### src/rtl/iob_rr_arbiter_pkg.sv
`default_nettype none
// ---------------------------------------------------------------------------
// iob_rr_arbiter_pkg : shared FSM encoding and constants for the RR arbiter
// Rev 1.0
// ---------------------------------------------------------------------------
package iob_rr_arbiter_pkg;

  typedef enum logic [0:0] {
    ST_IDLE = 1'b0,
    ST_BUSY = 1'b1
  } arb_state_t;

  localparam int   ARB_TIMEOUT_DEF   = 1024;
  // An aborted transaction returns read data with every bit set to this value.
  localparam logic ARB_ERR_RDATA_BIT = 1'b1;

endpackage

`default_nettype wire

### src/rtl/iob_rr_prio_enc.sv
`default_nettype none
// ---------------------------------------------------------------------------
// iob_rr_prio_enc : combinational round-robin one-hot select after 'last'
// Rev 1.0
// ---------------------------------------------------------------------------
module iob_rr_prio_enc #(
  parameter int N     = 2,
  parameter int IDX_W = $clog2(N)
) (
  input  logic [N-1:0]     req,
  input  logic [IDX_W-1:0] last,
  output logic [N-1:0]     gnt
);

  logic w_found;

  // Requesters above 'last' win first; otherwise wrap around to the lowest index.
  always_comb begin
    gnt     = '0;
    w_found = 1'b0;
    for (int j = 0; j < N; j++) begin
      if (!w_found && req[j] && (j > int'(last))) begin
        gnt[j]  = 1'b1;
        w_found = 1'b1;
      end
    end
    for (int j = 0; j < N; j++) begin
      if (!w_found && req[j] && (j <= int'(last))) begin
        gnt[j]  = 1'b1;
        w_found = 1'b1;
      end
    end
  end

endmodule

`default_nettype wire

### src/rtl/iob_rr_arbiter.sv
`default_nettype none
// ---------------------------------------------------------------------------
// iob_rr_arbiter : round-robin arbiter, N native masters onto one native slave
// Optional slave timeout enabled by defining IOB_ARB_TIMEOUT_EN.   Rev 1.0
// ---------------------------------------------------------------------------
module iob_rr_arbiter
  import iob_rr_arbiter_pkg::*;
#(
  parameter int N_MASTERS = 2,
  parameter int ADDR_W    = 32,
  parameter int DATA_W    = 32,
  parameter int TIMEOUT   = ARB_TIMEOUT_DEF
) (
  input  logic                          clk,
  input  logic                          rst,
  input  logic [N_MASTERS-1:0]          m_valid,
  input  logic [N_MASTERS*ADDR_W-1:0]   m_addr,
  input  logic [N_MASTERS*DATA_W-1:0]   m_wdata,
  input  logic [N_MASTERS*DATA_W/8-1:0] m_wstrb,
  output logic [DATA_W-1:0]             m_rdata,
  output logic [N_MASTERS-1:0]          m_ready,
  output logic                          s_valid,
  output logic [ADDR_W-1:0]             s_addr,
  output logic [DATA_W-1:0]             s_wdata,
  output logic [DATA_W/8-1:0]           s_wstrb,
  input  logic [DATA_W-1:0]             s_rdata,
  input  logic                          s_ready,
  output logic [N_MASTERS-1:0]          grant,
  output logic                          timeout_err
);

  localparam int STRB_W = DATA_W / 8;
  localparam int IDX_W  = $clog2(N_MASTERS);
  localparam logic [IDX_W-1:0] c_last_rst = IDX_W'(N_MASTERS - 1);

  arb_state_t             r_state, w_state_nxt;
  logic [N_MASTERS-1:0]   r_grant, w_grant_nxt, w_pe_gnt;
  logic [IDX_W-1:0]       r_last, w_last_nxt, w_g_idx;
  logic                   w_g_valid, w_done, w_to;

  iob_rr_prio_enc #(
    .N     (N_MASTERS),
    .IDX_W (IDX_W)
  ) u_prio_enc (
    .req  (m_valid),
    .last (r_last),
    .gnt  (w_pe_gnt)
  );

  always_comb begin
    w_g_idx = '0;
    for (int i = 0; i < N_MASTERS; i++) begin
      if (r_grant[i]) w_g_idx = IDX_W'(i);
    end
  end

  assign w_g_valid = (r_state == ST_BUSY) && (|(m_valid & r_grant));
  assign w_done    = w_g_valid && s_ready;

`ifdef IOB_ARB_TIMEOUT_EN
  localparam int CNT_W = $clog2(TIMEOUT + 1);
  localparam logic [CNT_W-1:0] c_cnt_last = CNT_W'(TIMEOUT - 1);

  logic [CNT_W-1:0] r_cnt;

  // Held at zero while idle so the first BUSY cycle counts as cycle 0.
  always_ff @(posedge clk or posedge rst) begin
    if (rst)                    r_cnt <= '0;
    else if (r_state == ST_IDLE) r_cnt <= '0;
    else                        r_cnt <= r_cnt + 1'b1;
  end

  assign w_to = w_g_valid && !s_ready && (r_cnt == c_cnt_last);
`else
  assign w_to = 1'b0;
`endif

  always_comb begin
    s_addr  = '0;
    s_wdata = '0;
    s_wstrb = '0;
    for (int i = 0; i < N_MASTERS; i++) begin
      if ((r_state == ST_BUSY) && r_grant[i]) begin
        s_addr  = m_addr[i*ADDR_W +: ADDR_W];
        s_wdata = m_wdata[i*DATA_W +: DATA_W];
        s_wstrb = m_wstrb[i*STRB_W +: STRB_W];
      end
    end
  end

  assign s_valid     = w_g_valid;
  assign m_ready     = (w_done || w_to) ? r_grant : '0;
  assign m_rdata     = w_to ? {DATA_W{ARB_ERR_RDATA_BIT}} : s_rdata;
  assign timeout_err = w_to;
  assign grant       = r_grant;

  always_comb begin
    w_state_nxt = r_state;
    w_grant_nxt = r_grant;
    w_last_nxt  = r_last;
    case (r_state)
      ST_IDLE: begin
        if (|m_valid) begin
          w_grant_nxt = w_pe_gnt;
          w_state_nxt = ST_BUSY;
        end
      end
      ST_BUSY: begin
        // Abandon leaves 'last' alone so the dropped master keeps its turn.
        if (!w_g_valid) begin
          w_grant_nxt = '0;
          w_state_nxt = ST_IDLE;
        end else if (w_done || w_to) begin
          w_grant_nxt = '0;
          w_last_nxt  = w_g_idx;
          w_state_nxt = ST_IDLE;
        end
      end
      default: begin
        w_grant_nxt = '0;
        w_state_nxt = ST_IDLE;
      end
    endcase
  end

  always_ff @(posedge clk or posedge rst) begin
    if (rst) begin
      r_state <= ST_IDLE;
      r_grant <= '0;
      r_last  <= c_last_rst;
    end else begin
      r_state <= w_state_nxt;
      r_grant <= w_grant_nxt;
      r_last  <= w_last_nxt;
    end
  end

endmodule

`default_nettype wire

### config.mk
export PLATFORM = sky130hd
export DESIGN_NAME = iob_rr_arbiter
export DESIGN_NICKNAME = d
export VERILOG_FILES = /design/src/rtl/iob_rr_arbiter_pkg.sv /design/src/rtl/iob_rr_prio_enc.sv /design/src/rtl/iob_rr_arbiter.sv
export SDC_FILE = /design/constraint.sdc
export NUM_CORES = 1
export LEC_CHECK = 0
export BUFFER_PORTS_ARGS = -buffer_cell sky130_fd_sc_hd__buf_2
export CORE_AREA = 2 2 109 111
export DETAILED_ROUTE_END_ITERATION = 10
export DIE_AREA = 0 0 111 113
export PLACE_DENSITY_LB_ADDON = 0.25
export SETUP_SLACK_MARGIN = 0.02
export SLEW_MARGIN = 10
export SYNTH_ARGS = -nofsm -noshare
export SYNTH_HDL_FRONTEND = slang
export SYNTH_HIERARCHICAL = 1
export SYNTH_SLANG_ARGS = --single-unit
### constraint.sdc
create_clock -name clk -period 2.11 [get_ports clk]
set_input_delay 0.1055 -clock clk [delete_from_list [all_inputs] [get_ports clk]]
set_output_delay 0.1055 -clock clk [all_outputs]
set_load 0.05 [all_outputs]
* After elaboration in Yosys (flattened, before gate mapping) *
Cells that the tools add are included.

storage, ports and cells
  flip-flop bits (word level) = 4
  latch bits = 0
  memory bits (writable) = 0
  memory bits (read-only) = 0
  input port bits = 173
  output and inout bits = 106
  word-level logic and storage cells = 43
  memories = 0

cells by class
  add/subtract/negate cells = 0
  $mul = 0
  div/mod/pow operators = 0
  magnitude comparators = 2
  eq/ne operators = 2
  shift operators = 0
  mux-type cells = 20
  bitwise gates (word level) = 2
  reductions and logical operators = 14

operators by type and width
  operator            count
  $mux 32             4
  $logic_and 1x1->1   8
  $mux 1              8
  $mux 2              4
  $mux 4              2
  $pmux 2 s2          1
  $reduce_or 2->1     2
  $ne 3x2->1 const B  1
  $reduce_and 3->1    1
  $and 2x2->2         1
  $logic_not 1->1     2
  $ne 2x2->1 const B  1
  $pmux 1 s2          1
  $reduce_and 2->1    1
  $gt 1x1->1 const A  1
  $le 1x1->1 const A  1
  $not 1->1           1

* Longest topological paths before layout *
Gate-level depths: netlist (run 1).

  depth in word-level cells = 12
  depth in mapped cells = 6
  depth with buffers taken out = 4

* Cells and area by module *
Netlist (run 1), hierarchy kept.

modules (own cells, without submodules)
  module           instances  cells each  area an instance (µm²)  sequential area each (µm²)
  iob_rr_arbiter   1          142         1188.6                  101.3
  iob_rr_prio_enc  1          3           18.8                    0.0

* Worst setup path before layout (run 1) *
No wires, ideal clock.

  path type = register -> output
  from = register r_grant[0] (netlist: grant[0])
  to = output s_wdata[10]
  data arrival time = 1.735 ns
  required time = 2.004 ns
  setup slack = 0.270 ns
  stages on the path, launching flop included = 6
  path buffers = 2
  path through = dfrtp_1 -> nand2_1 -> nor2_2 -> buf_2 -> buf_4 -> a22o_1

between the ends
  cells in the longest elaborated chain, start to end = 3

ends and longest elaborated chain
  item                    line                   source
  start, declared         iob_rr_arbiter.sv:37   logic [N_MASTERS-1:0] r_grant, w_grant_nxt, w_pe_gnt;
  start signal, assigned  iob_rr_arbiter.sv:133  r_grant <= w_grant_nxt;
  $logic_and 1x1->1       iob_rr_arbiter.sv:83   if ((r_state == ST_BUSY) && r_grant[i]) begin
  $mux 32 (2 in a row)    iob_rr_arbiter.sv:83
  end, declared           iob_rr_arbiter.sv:24   output logic [DATA_W-1:0] s_wdata,

No other way between the ends.

* Worst setup path after layout (run 1) *
  from = register r_state
  to = output s_wdata[31]

between the ends
  cells in the longest elaborated chain, start to end = 3
  elaborated cells on any way between the ends = 4
  classes of those cells = mux (2); reduce/logical (2)

ends and longest elaborated chain
  item                    line                   source
  start, declared         iob_rr_arbiter.sv:36   arb_state_t r_state, w_state_nxt;
  start signal, assigned  iob_rr_arbiter.sv:132  r_state <= w_state_nxt;
  $logic_and 1x1->1       iob_rr_arbiter.sv:83
  $mux 32                 iob_rr_arbiter.sv:83
  $mux 32 *               iob_rr_arbiter.sv:83

Every way passes the cells marked *; elsewhere a longest branch is shown, timed or not.

==> flow_metrics.py, run 1 <==
metrics = {
    "run_status": {
        "status": "finished clean",
    },
    "logic_synthesis": {
        "synth-edff-count": 0,
        "ys_ff_latch": 4,
        "synthArstFlopShare": 1.00,
        "ys_warn_count": 6,
        "syn_nets": 318,
        "seq_area_frac_synth": 0.0839,
        "synthDistinctLibCells": 26,
        "postSynthCellCount": 145,
        "synth_top_flop_cell": "dfrtp_1",
        "synth.avg_cell_area_um2": 8.33,
        "syn_area_um2": 1210,
    },
    "die": {
        "num_rows": 39,
        "dieArea_um2": 12500,
        "pin_count": 279,
        "die_h_um": 113,
        "start_util": 0.107,
        "die_w_um": 111,
        "core_area_um2": 11300,
    },
    "layout": {
        "diodes": 0,
        "drive_gt1_frac": 0.707,
        "syn_to_final_growth_pct": 83.6,
        "finish.net_count": 491,
        "stdcell_area_um2": 2220,
    },
    "critical_path": {
        "cp_data_required_time_ps": 2000,
        "slowest_delay_ps": 450,
        "path_max_fanout": 40,
        "path_buf_inv": 2,
        "setup.worst_path.end_class": "output port",
        "cp.arrival_ps": 1840,
        "slowest_stage": "dfrtp_1",
        "crit_type": "reg -> out",
        "start_kind": "register",
        "path_delay_family": "buffers and inverters",
        "path_cells": "nand2_1, nor2_4, buf_4, a22o_1, buf_2",
    },
    "grt": {
        "gr-total-overflow": 0,
        "antenna_found_initial": 0,
        "grt_pass1_wl_um": 10100,
        "grt_max_degree": 41,
        "grt_usage": 0.0991,
        "grt_pass1_vias": 1888,
    },
    "placed_design": {
        "post-place-ws_ps": 366,
        "hpwl_um": 5820,
        "finalWeightedCongestion": 0.910,
        "portBuffers": 213,
        "placed_area_um2": 2130,
    },
    "sta": {
        "fin_setup_tns_ps": 0,
        "hold_viol": 0,
        "final.period_utilization": 0.922,
        "clock.fmax_mhz": 514,
        "fin_worst_skew_ps": 3.03,
        "grt_setup_unrepaired": "false",
        "finalSetupViolCount": 0,
        "slew_violations": 0,
        "layout_setup_ws_ps": 164,
        "period_needed_ps": 1950,
    },
    "clock_network": {
        "cts_inserted_buffers": 3,
        "cts-root-buf": "clkbuf_16",
        "cts.sinks": 4,
        "clock_latency_ps": 230,
        "cts_tree": "done",
        "cts_htree_levels": 1,
        "ctsResizeCount": 0,
        "clk_pin_slew_worst_paths_ps": 30,
        "cts_buffer_depth": 2,
    },
    "flow_run": {
        "maxCapViolCount": 0,
    },
    "power": {
        "power_density_nw_per_um2": 723,
        "vdd_drop_max_mv": 0.496,
        "leakagePower_nw": 1.34,
        "finalPower_mw": 1.60,
    },
    "drt": {
        "drtAntennaViolNets": 0,
        "firstDrtPassIters": 4,
        "vias_per_cell": 4.03,
        "route.detailed.drc": 0,
        "wl_um": 6930,
        "wire_per_inst_um": 15.1,
        "via_count": 1856,
        "drtIter0Drc": 138,
    },
    "worst_hold_path": {
        "hold_path_class": "in -> reg",
    },
}
cells in the mapped netlist, types with 2 or more instances:
master     n  share of area
nor2_1     2         0.0062
dfrtp_1    3          0.062
inv_1      2         0.0062
and2_1     3          0.016
nor3b_1    2          0.012
clkbuf_1   2         0.0062
nand2_1    2         0.0062
buf_1      2         0.0062
buf_6      4          0.037
a22o_1    68           0.49
buf_2      5          0.021
buf_4     36           0.22
area by class of cell:
cell class / instances / area (um2)
Timing Repair Buffer: 218 / 1110
Tap cell: 143 / 179
Clock buffer: 4 / 78.8
Inverter: 2 / 7.51
Sequential cell: 4 / 101
Multi-Input combinational cell: 89 / 744
Fill cell: 1290 / 9050
final timing paths:
path | cells past startpoint | end | slack, ps | start
max | 5 | s_wdata[31] | 160 | r_state$_DFF_PP0_
min | 3 | grant[0]$_DFFE_PP0P_ | 200 | s_ready
max reg2reg | 3 | grant[1]$_DFFE_PP0P_ | 830 | grant[1]$_DFFE_PP0P_
min reg2reg | 1 | grant[0]$_DFFE_PP0P_ | 600 | grant[0]$_DFFE_PP0P_
max in group asynchronous | 3 | r_last$_DFFE_PP1P_ | 1570 | rst
min in group asynchronous | 3 | grant[0]$_DFFE_PP0P_ | 310 | rst
layout by cell type (no fill, tap or decap), drive strengths merged, types with 2 or more instances in the layout:
master and count:
buf 217, a22o 68, clkbuf 4, dfrtp 3
nor2 3, and2 3, nand2 2, nor3b 2
inv 2, a21boi 2
where the power goes:
group / total, mW / switching, mW / internal, mW / leakage, nW
logic: 1.17 / 0.825 / 0.343 / 1.26
clock network: 0.308 / 0.0580 / 0.250 / 0.0382
registers: 0.126 / 0.0252 / 0.101 / 0.0487
through the flow:
stage	hold WS (ps)	utilization	instances
5_1_grt	211	0.197	460
4_1_cts	201	0.197	460
6_report	200	0.197	460
3_3_place_gp	-3.36	0.189	455
2_1_floorplan	-129	-	145
3_5_place_dp	5.16	0.189	455
metal layers:
layer | routed length [um] | global-route usage
met4 | 27 | 0.0142
met1 | 2710 | 0.119
met3 | 705 | 0.0246
met2 | 3490 | 0.182
met5 | 0 | 0
cell families (layout without fill, tap and decap cells):
logic type             Yosys count  count (layout)  synth area share
buffers and inverters           52             224             0.305
AO/OA/AOI/OAI                   74              74             0.533
flip-flops                       4               4            0.0839
other                            1               1           0.00311
multiplexers                     2               2            0.0176
AND/OR/NAND/NOR                 12              12            0.0580
flip-flops by register name, summed over array words and instances, names as in the netlist:
name,count
r_state,1
r_last,1
grant,2
tightest hold or removal path: stages:
cell       delay (ps)
buf_2              90
nor3b_1            60
o2bb2ai_1         120
repair_timing:
item,4_1_cts,5_1_grt
hold buffers,1,0
endpoints found under the setup margin,0,0
setup buffers,0,0
hold endpoints to repair,4,0
No activity file was read; power rests on OpenSTA's default activity.
==> run 2, diff against run 1 <==
Settings changed: CORE_AREA 2 2 109 111 to 8 8 103 105.
==> run 2 against run 1 <==
Critical path depth decreased by 1. Count of clock-buffer cells in the layout unchanged. Register-to-register slack lost 30 ps. Power fell by 9.6%. Fmax increased by 4.4%. Via count decreased by 1.9%. First-iteration DRC count is 36% lower. Flip-flop and latch count unchanged. Critical endpoint is now s_wdata[30]. Largest cell class unchanged. Largest power group unchanged. Highest routed layer unchanged.
==> flow_metrics.py, run 2 (synthesis gave the netlist of run 1 again) <==
metrics = {
    "sta": {
        "fin_worst_skew_ps": 4.68,
        "layout_setup_ws_ps": 245,
        "clock.fmax_mhz": 536,
        "final.period_utilization": 0.884,
        "finalSetupViolCount": 0,
        "grt_setup_unrepaired": "false",
        "hold_ws_ps": 211,
        "slew_violations": 0,
        "fin_setup_tns_ps": 0,
        "hold_viol": 0,
        "period_needed_ps": 1860,
    },
    "drt": {
        "vias_per_cell": 4.25,
        "firstDrtPassIters": 4,
        "via_count": 1820,
        "wl_um": 7160,
        "wire_per_inst_um": 16.7,
        "drtAntennaViolNets": 0,
        "route.detailed.drc": 0,
        "drtIter0Drc": 88,
    },
    "grt": {
        "gr-total-overflow": 0,
        "antenna_found_initial": 0,
        "grt_max_degree": 39,
        "grt_usage": 0.104,
        "grt_pass1_vias": 1941,
        "grt_pass1_wl_um": 10800,
    },
    "layout": {
        "syn_to_final_growth_pct": 77.5,
        "finish.net_count": 491,
        "finish.utilization": 0.239,
        "final_common_cell": "buf_2",
        "diodes": 0,
        "final_cell_mix": "buf_2, a22o_1, buf_4, clkbuf_8, dfrtp_1",
        "largest_reg_flops": 2,
        "drive_gt1_frac": 0.707,
    },
    "die": {
        "core_area_um2": 8980,
        "start_util": 0.134,
        "pin_count": 279,
        "die_h_um": 113,
        "die_w_um": 111,
        "dieArea_um2": 12500,
        "num_rows": 35,
    },
    "critical_path": {
        "r2r_setup_slack_ps": 800,
        "slowest_delay_ps": 470,
        "slowest_stage": "dfrtp_1",
        "path_max_fanout": 38,
        "timing.rr.end": "grant[1]$_DFFE_PP0P_",
        "startpoint": "grant[1]$_DFFE_PP0P_",
        "crit_cells": 4,
        "cp.arrival_ps": 1760,
        "path_delay_family": "buffers and inverters",
        "setup.worst_path.end_class": "output port",
        "r2r-start": "grant[0]$_DFFE_PP0P_",
        "path_buf_inv": 2,
        "crit_end": "s_wdata[30]",
        "path_cells": "and2_2, buf_4, a22o_1, buf_2",
        "start_kind": "register",
        "cp_data_required_time_ps": 2000,
        "r2r_cells": 3,
        "crit_type": "reg -> out",
    },
    "clock_network": {
        "ctsResizeCount": 0,
        "cts_buffer_depth": 2,
        "clock_latency_ps": 220,
        "cts_tree": "done",
        "post_cts.repair.setup_buffers": 0,
        "clk_pin_slew_worst_paths_ps": 30,
        "cts.sinks": 4,
        "cts_htree_levels": 1,
        "cts-root-buf": "clkbuf_8",
        "cts_inserted_buffers": 3,
    },
    "power": {
        "vdd_drop_max_mv": 0.416,
        "finalPower_mw": 1.45,
        "power_density_nw_per_um2": 676,
        "leakagePower_nw": 1.33,
    },
    "worst_hold_path": {
        "hold_path_class": "in -> out",
    },
    "placed_design": {
        "hpwl_um": 6210,
        "post-place-ws_ps": 436,
        "finalWeightedCongestion": 0.708,
        "portBuffers": 213,
    },
    "flow_run": {
        "maxCapViolCount": 0,
    },
    "run_status": {
        "status": "finished clean",
    },
}
## run 2: worst min-delay path by stage
stage	end	start	cells past startpoint	slack, ps
2_1_floorplan	grant[0]$_DFFE_PP0P_	rst	1	-130
3_3_place_gp	grant[0]$_DFFE_PP0P_	rst	2	-8
3_5_place_dp	grant[0]$_DFFE_PP0P_	rst	2	-8
4_1_cts	m_rdata[10]	s_rdata[10]	0	210
5_1_grt	m_rdata[4]	s_rdata[4]	0	210
6_report	m_rdata[4]	s_rdata[4]	0	210
## run 2: area by class of cell
type / instances / area [um2]
fillers: 1018 / 6830
repair buffers: 218 / 1110
multi-input cells: 89 / 744
well taps: 111 / 139
flip-flops and latches: 4 / 101
clock buffers: 4 / 45.0
inverters: 2 / 7.51
## run 2: stage by stage
step	std cells	cell area [um2]
2_1_floorplan	145	1210
3_3_place_gp	423	2090
3_5_place_dp	423	2090
4_1_cts	428	2140
5_1_grt	428	2140
6_report	428	2140
## run 2: power by group
group          leakage (nW)  total [mW]  switching [mW]  internal, mW
registers            0.0487       0.128          0.0269         0.101
clock network        0.0228       0.170          0.0413         0.129
logic                  1.26        1.15           0.809         0.341
total                  1.33        1.45           0.877         0.572
## run 2: repair_timing
action | in CTS | in global routing
hold endpoints to repair | 4 | 0
hold buffers | 1 | 0
setup endpoints to repair | 0 | 0
## run 2: metal layers
metal / GRT usage / part of all wire / up-vias
li1: - / - / 878
met1: 0.112 / 0.39 / 802
met2: 0.177 / 0.48 / 132
met3: 0.0540 / 0.12 / 8
met4: 0.0189 / 0.0080 / 0
met5: 0 / 0 / -
==> run 3, diff against run 2 <==
--- a/config.mk
+++ b/config.mk
@@ -7,6 +7,7 @@
 export LEC_CHECK = 0
+export ABC_AREA = 1
 export BUFFER_PORTS_ARGS = -buffer_cell sky130_fd_sc_hd__buf_2
-export CORE_AREA = 8 8 103 105
+export CORE_AREA = 8 8 102 104
 export DETAILED_ROUTE_END_ITERATION = 10
-export DIE_AREA = 0 0 111 113
+export DIE_AREA = 0 0 110 112
 export PLACE_DENSITY_LB_ADDON = 0.25
==> constraint.sdc (replaced) <==
create_clock -name clk -period 2.11 [get_ports clk]
set_input_delay 0.3165 -clock clk [delete_from_list [all_inputs] [get_ports clk]]
set_output_delay 0.3165 -clock clk [all_outputs]
set_load 0.05 [all_outputs]
==> run 3 against run 2 <==
Setup slack better by 21 ps. Clock power up 2%. Sequential power down 3%. Count of clock-buffer cells in the layout unchanged. Die area down 1.8%. Clock skew down 1.2 ps.
==> flow_metrics.py, run 3 <==
metrics = {
    "run_status": {
        "status": "finished clean",
    },
    "clock_network": {
        "cts_htree_levels": 1,
        "cts_tree": "done",
        "cts.sinks": 4,
        "clock_latency_ps": 220,
        "cts_inserted_buffers": 3,
        "cts-root-buf": "clkbuf_8",
        "cts_buffer_depth": 2,
        "clk_pin_slew_worst_paths_ps": 30,
    },
    "power": {
        "leakagePower_nw": 1.57,
        "finalPower_mw": 1.63,
        "power_density_nw_per_um2": 629,
        "vdd_drop_max_mv": 0.403,
    },
    "grt": {
        "antenna_found_initial": 0,
        "grt_pass1_wl_um": 12900,
        "grt_usage": 0.126,
        "gr-total-overflow": 0,
        "grt_max_degree": 56,
        "grt_pass1_vias": 2682,
    },
    "critical_path": {
        "cp.arrival_ps": 1530,
        "setup.worst_path.end_class": "output port",
        "crit_type": "reg -> out",
        "cp_data_required_time_ps": 1790,
        "start_kind": "register",
        "path_max_fanout": 55,
    },
    "logic_synthesis": {
        "synthArstFlopShare": 1.00,
        "synthDistinctLibCells": 20,
        "synth-edff-count": 0,
        "yosysTopAreaCellShare": 0.221,
        "synth_top_flop_cell": "dfrtp_1",
        "postSynthCellCount": 306,
        "seq_area_frac_synth": 0.0630,
        "synth.avg_cell_area_um2": 5.26,
        "synth_common_cells": "nand2_1, nand3_1, o21ai_0",
        "ys_ff_latch": 4,
        "syn_nets": 479,
        "synth.most_common_cell": "nand2_1",
        "synth_top_area_cell": "nand3_1",
        "ys_warn_count": 6,
        "synth_area_leaders": "nand3_1, nand2_1, buf_4, o21ai_0, o21ai_1",
        "syn_area_um2": 1610,
    },
    "die": {
        "die_h_um": 112,
        "pin_count": 279,
        "core_area_um2": 8890,
        "dieArea_um2": 12300,
        "die_w_um": 110,
        "num_rows": 35,
        "start_util": 0.181,
    },
    "layout": {
        "syn_to_final_growth_pct": 61.4,
        "diodes": 0,
        "final_common_cell": "buf_2",
        "finish.utilization": 0.292,
        "final_cell_mix": "buf_2, nand2_1, nand3_1, o21ai_0, o21ai_2",
        "finish.net_count": 642,
        "fin_cells": 579,
        "drive_gt1_frac": 0.536,
        "largest_reg_flops": 2,
    },
    "flow_run": {
        "maxCapViolCount": 0,
    },
    "drt": {
        "firstDrtPassIters": 4,
        "route.detailed.drc": 0,
        "vias_per_cell": 4.51,
        "wire_per_inst_um": 14.7,
        "via_count": 2610,
        "wl_um": 8500,
        "drtIter0Drc": 224,
        "drtAntennaViolNets": 0,
    },
    "sta": {
        "final.period_utilization": 0.874,
        "grt_setup_unrepaired": "false",
        "clock.fmax_mhz": 542,
        "fin_worst_skew_ps": 3.51,
        "slew_violations": 0,
        "hold_ws_ps": 390,
        "period_needed_ps": 1840,
        "finalSetupViolCount": 0,
        "hold_viol": 0,
    },
    "placed_design": {
        "place_inst": 574,
        "portBuffers": 213,
        "hpwl_um": 7090,
        "finalWeightedCongestion": 0.780,
    },
    "worst_hold_path": {
        "hold_path_class": "in -> reg",
    },
}
run 3: cell count changes after synthesis, moves of 3 or more:
cell | previous run | this run
nand2_1 | 2 | 80
nand3_1 | 0 | 71
a22o_1 | 68 | 0
o21ai_0 | 0 | 40
o21ai_1 | 0 | 29
clkbuf_1 | 2 | 9
inv_1 | 2 | 9
buf_2 | 5 | 9
and2_1 | 3 | 0
clkbuf_2 | 1 | 4
run 3: timing repair:
item,4_1_cts,5_1_grt
endpoints found under the hold margin,3,0
resized for setup,0,0
hold buffers,1,0
setup buffers,0,0
run 3: report_power, final:
part           switching, mW  leakage [nW]  internal (mW)
Sequential            0.0207        0.0463          0.103
Combinational          0.992          1.50          0.343
Clock                 0.0448        0.0228          0.129
Total                   1.06          1.57          0.576
run 3: critical path, cell delays in order, from the launching register on:
cell     delay [ps]
dfrtp_2         430
inv_2            90
buf_12          220
nand2_1          80
o21ai_0         160
buf_2           290
run 3: cell type report:
class                      instances  area [um2]
timing repair buffer             222        1150
multi-input combinational        228        1120
clock buffer                       4        45.0
sequential                         4         104
tap                              111         139
inverter                          10        37.5
fill                            1024        6290
run 3: worst paths after layout:
check | from | to | slack [ps] | depth (start not counted)
min | s_ready | r_state$_DFF_PP0_ | 390 | 4
max reg2reg | r_state$_DFF_PP0_ | grant[1]$_DFFE_PP0P_ | 940 | 6
min reg2reg | r_last$_DFFE_PP1P_ | r_last$_DFFE_PP1P_ | 500 | 2
max in group asynchronous | rst | r_last$_DFFE_PP1P_ | 1340 | 3
max | grant[1]$_DFFE_PP0P_ | s_wdata[0] | 270 | 5
min in group asynchronous | rst | grant[0]$_DFFE_PP0P_ | 540 | 3
run 3: per-stage QoR:
step / TNS (ps) / cell area, um2 / setup WS, ps
final: 0 / 2600 / 266
after global routing: 0 / 2600 / 119
after CTS: 0 / 2600 / 252
after detailed placement: 0 / 2540 / 491
after global placement: 0 / 2540 / 492
after floorplan: -11490 / 1680 / -319
run 3: kinds of logic (layout without fill, tap and decap cells):
| kind of cell | Yosys count | after routing | synth area share |
|---|---|---|---|
| AO/OA/AOI/OAI | 73 | 73 | 0.233 |
| buffers and inverters | 74 | 236 | 0.285 |
| flip-flops | 4 | 4 | 0.0630 |
| other | 1 | 1 | 0.00233 |
| AND/OR/NAND/NOR | 154 | 154 | 0.416 |
run 3: layer usage:
layer	wire length, um	GRT usage	vias to the layer above
li1	-	-	1316
met1	2960	0.128	1132
met2	4370	0.240	152
met3	1080	0.0439	10
met4	91	0.0207	0
met5	0	0	-
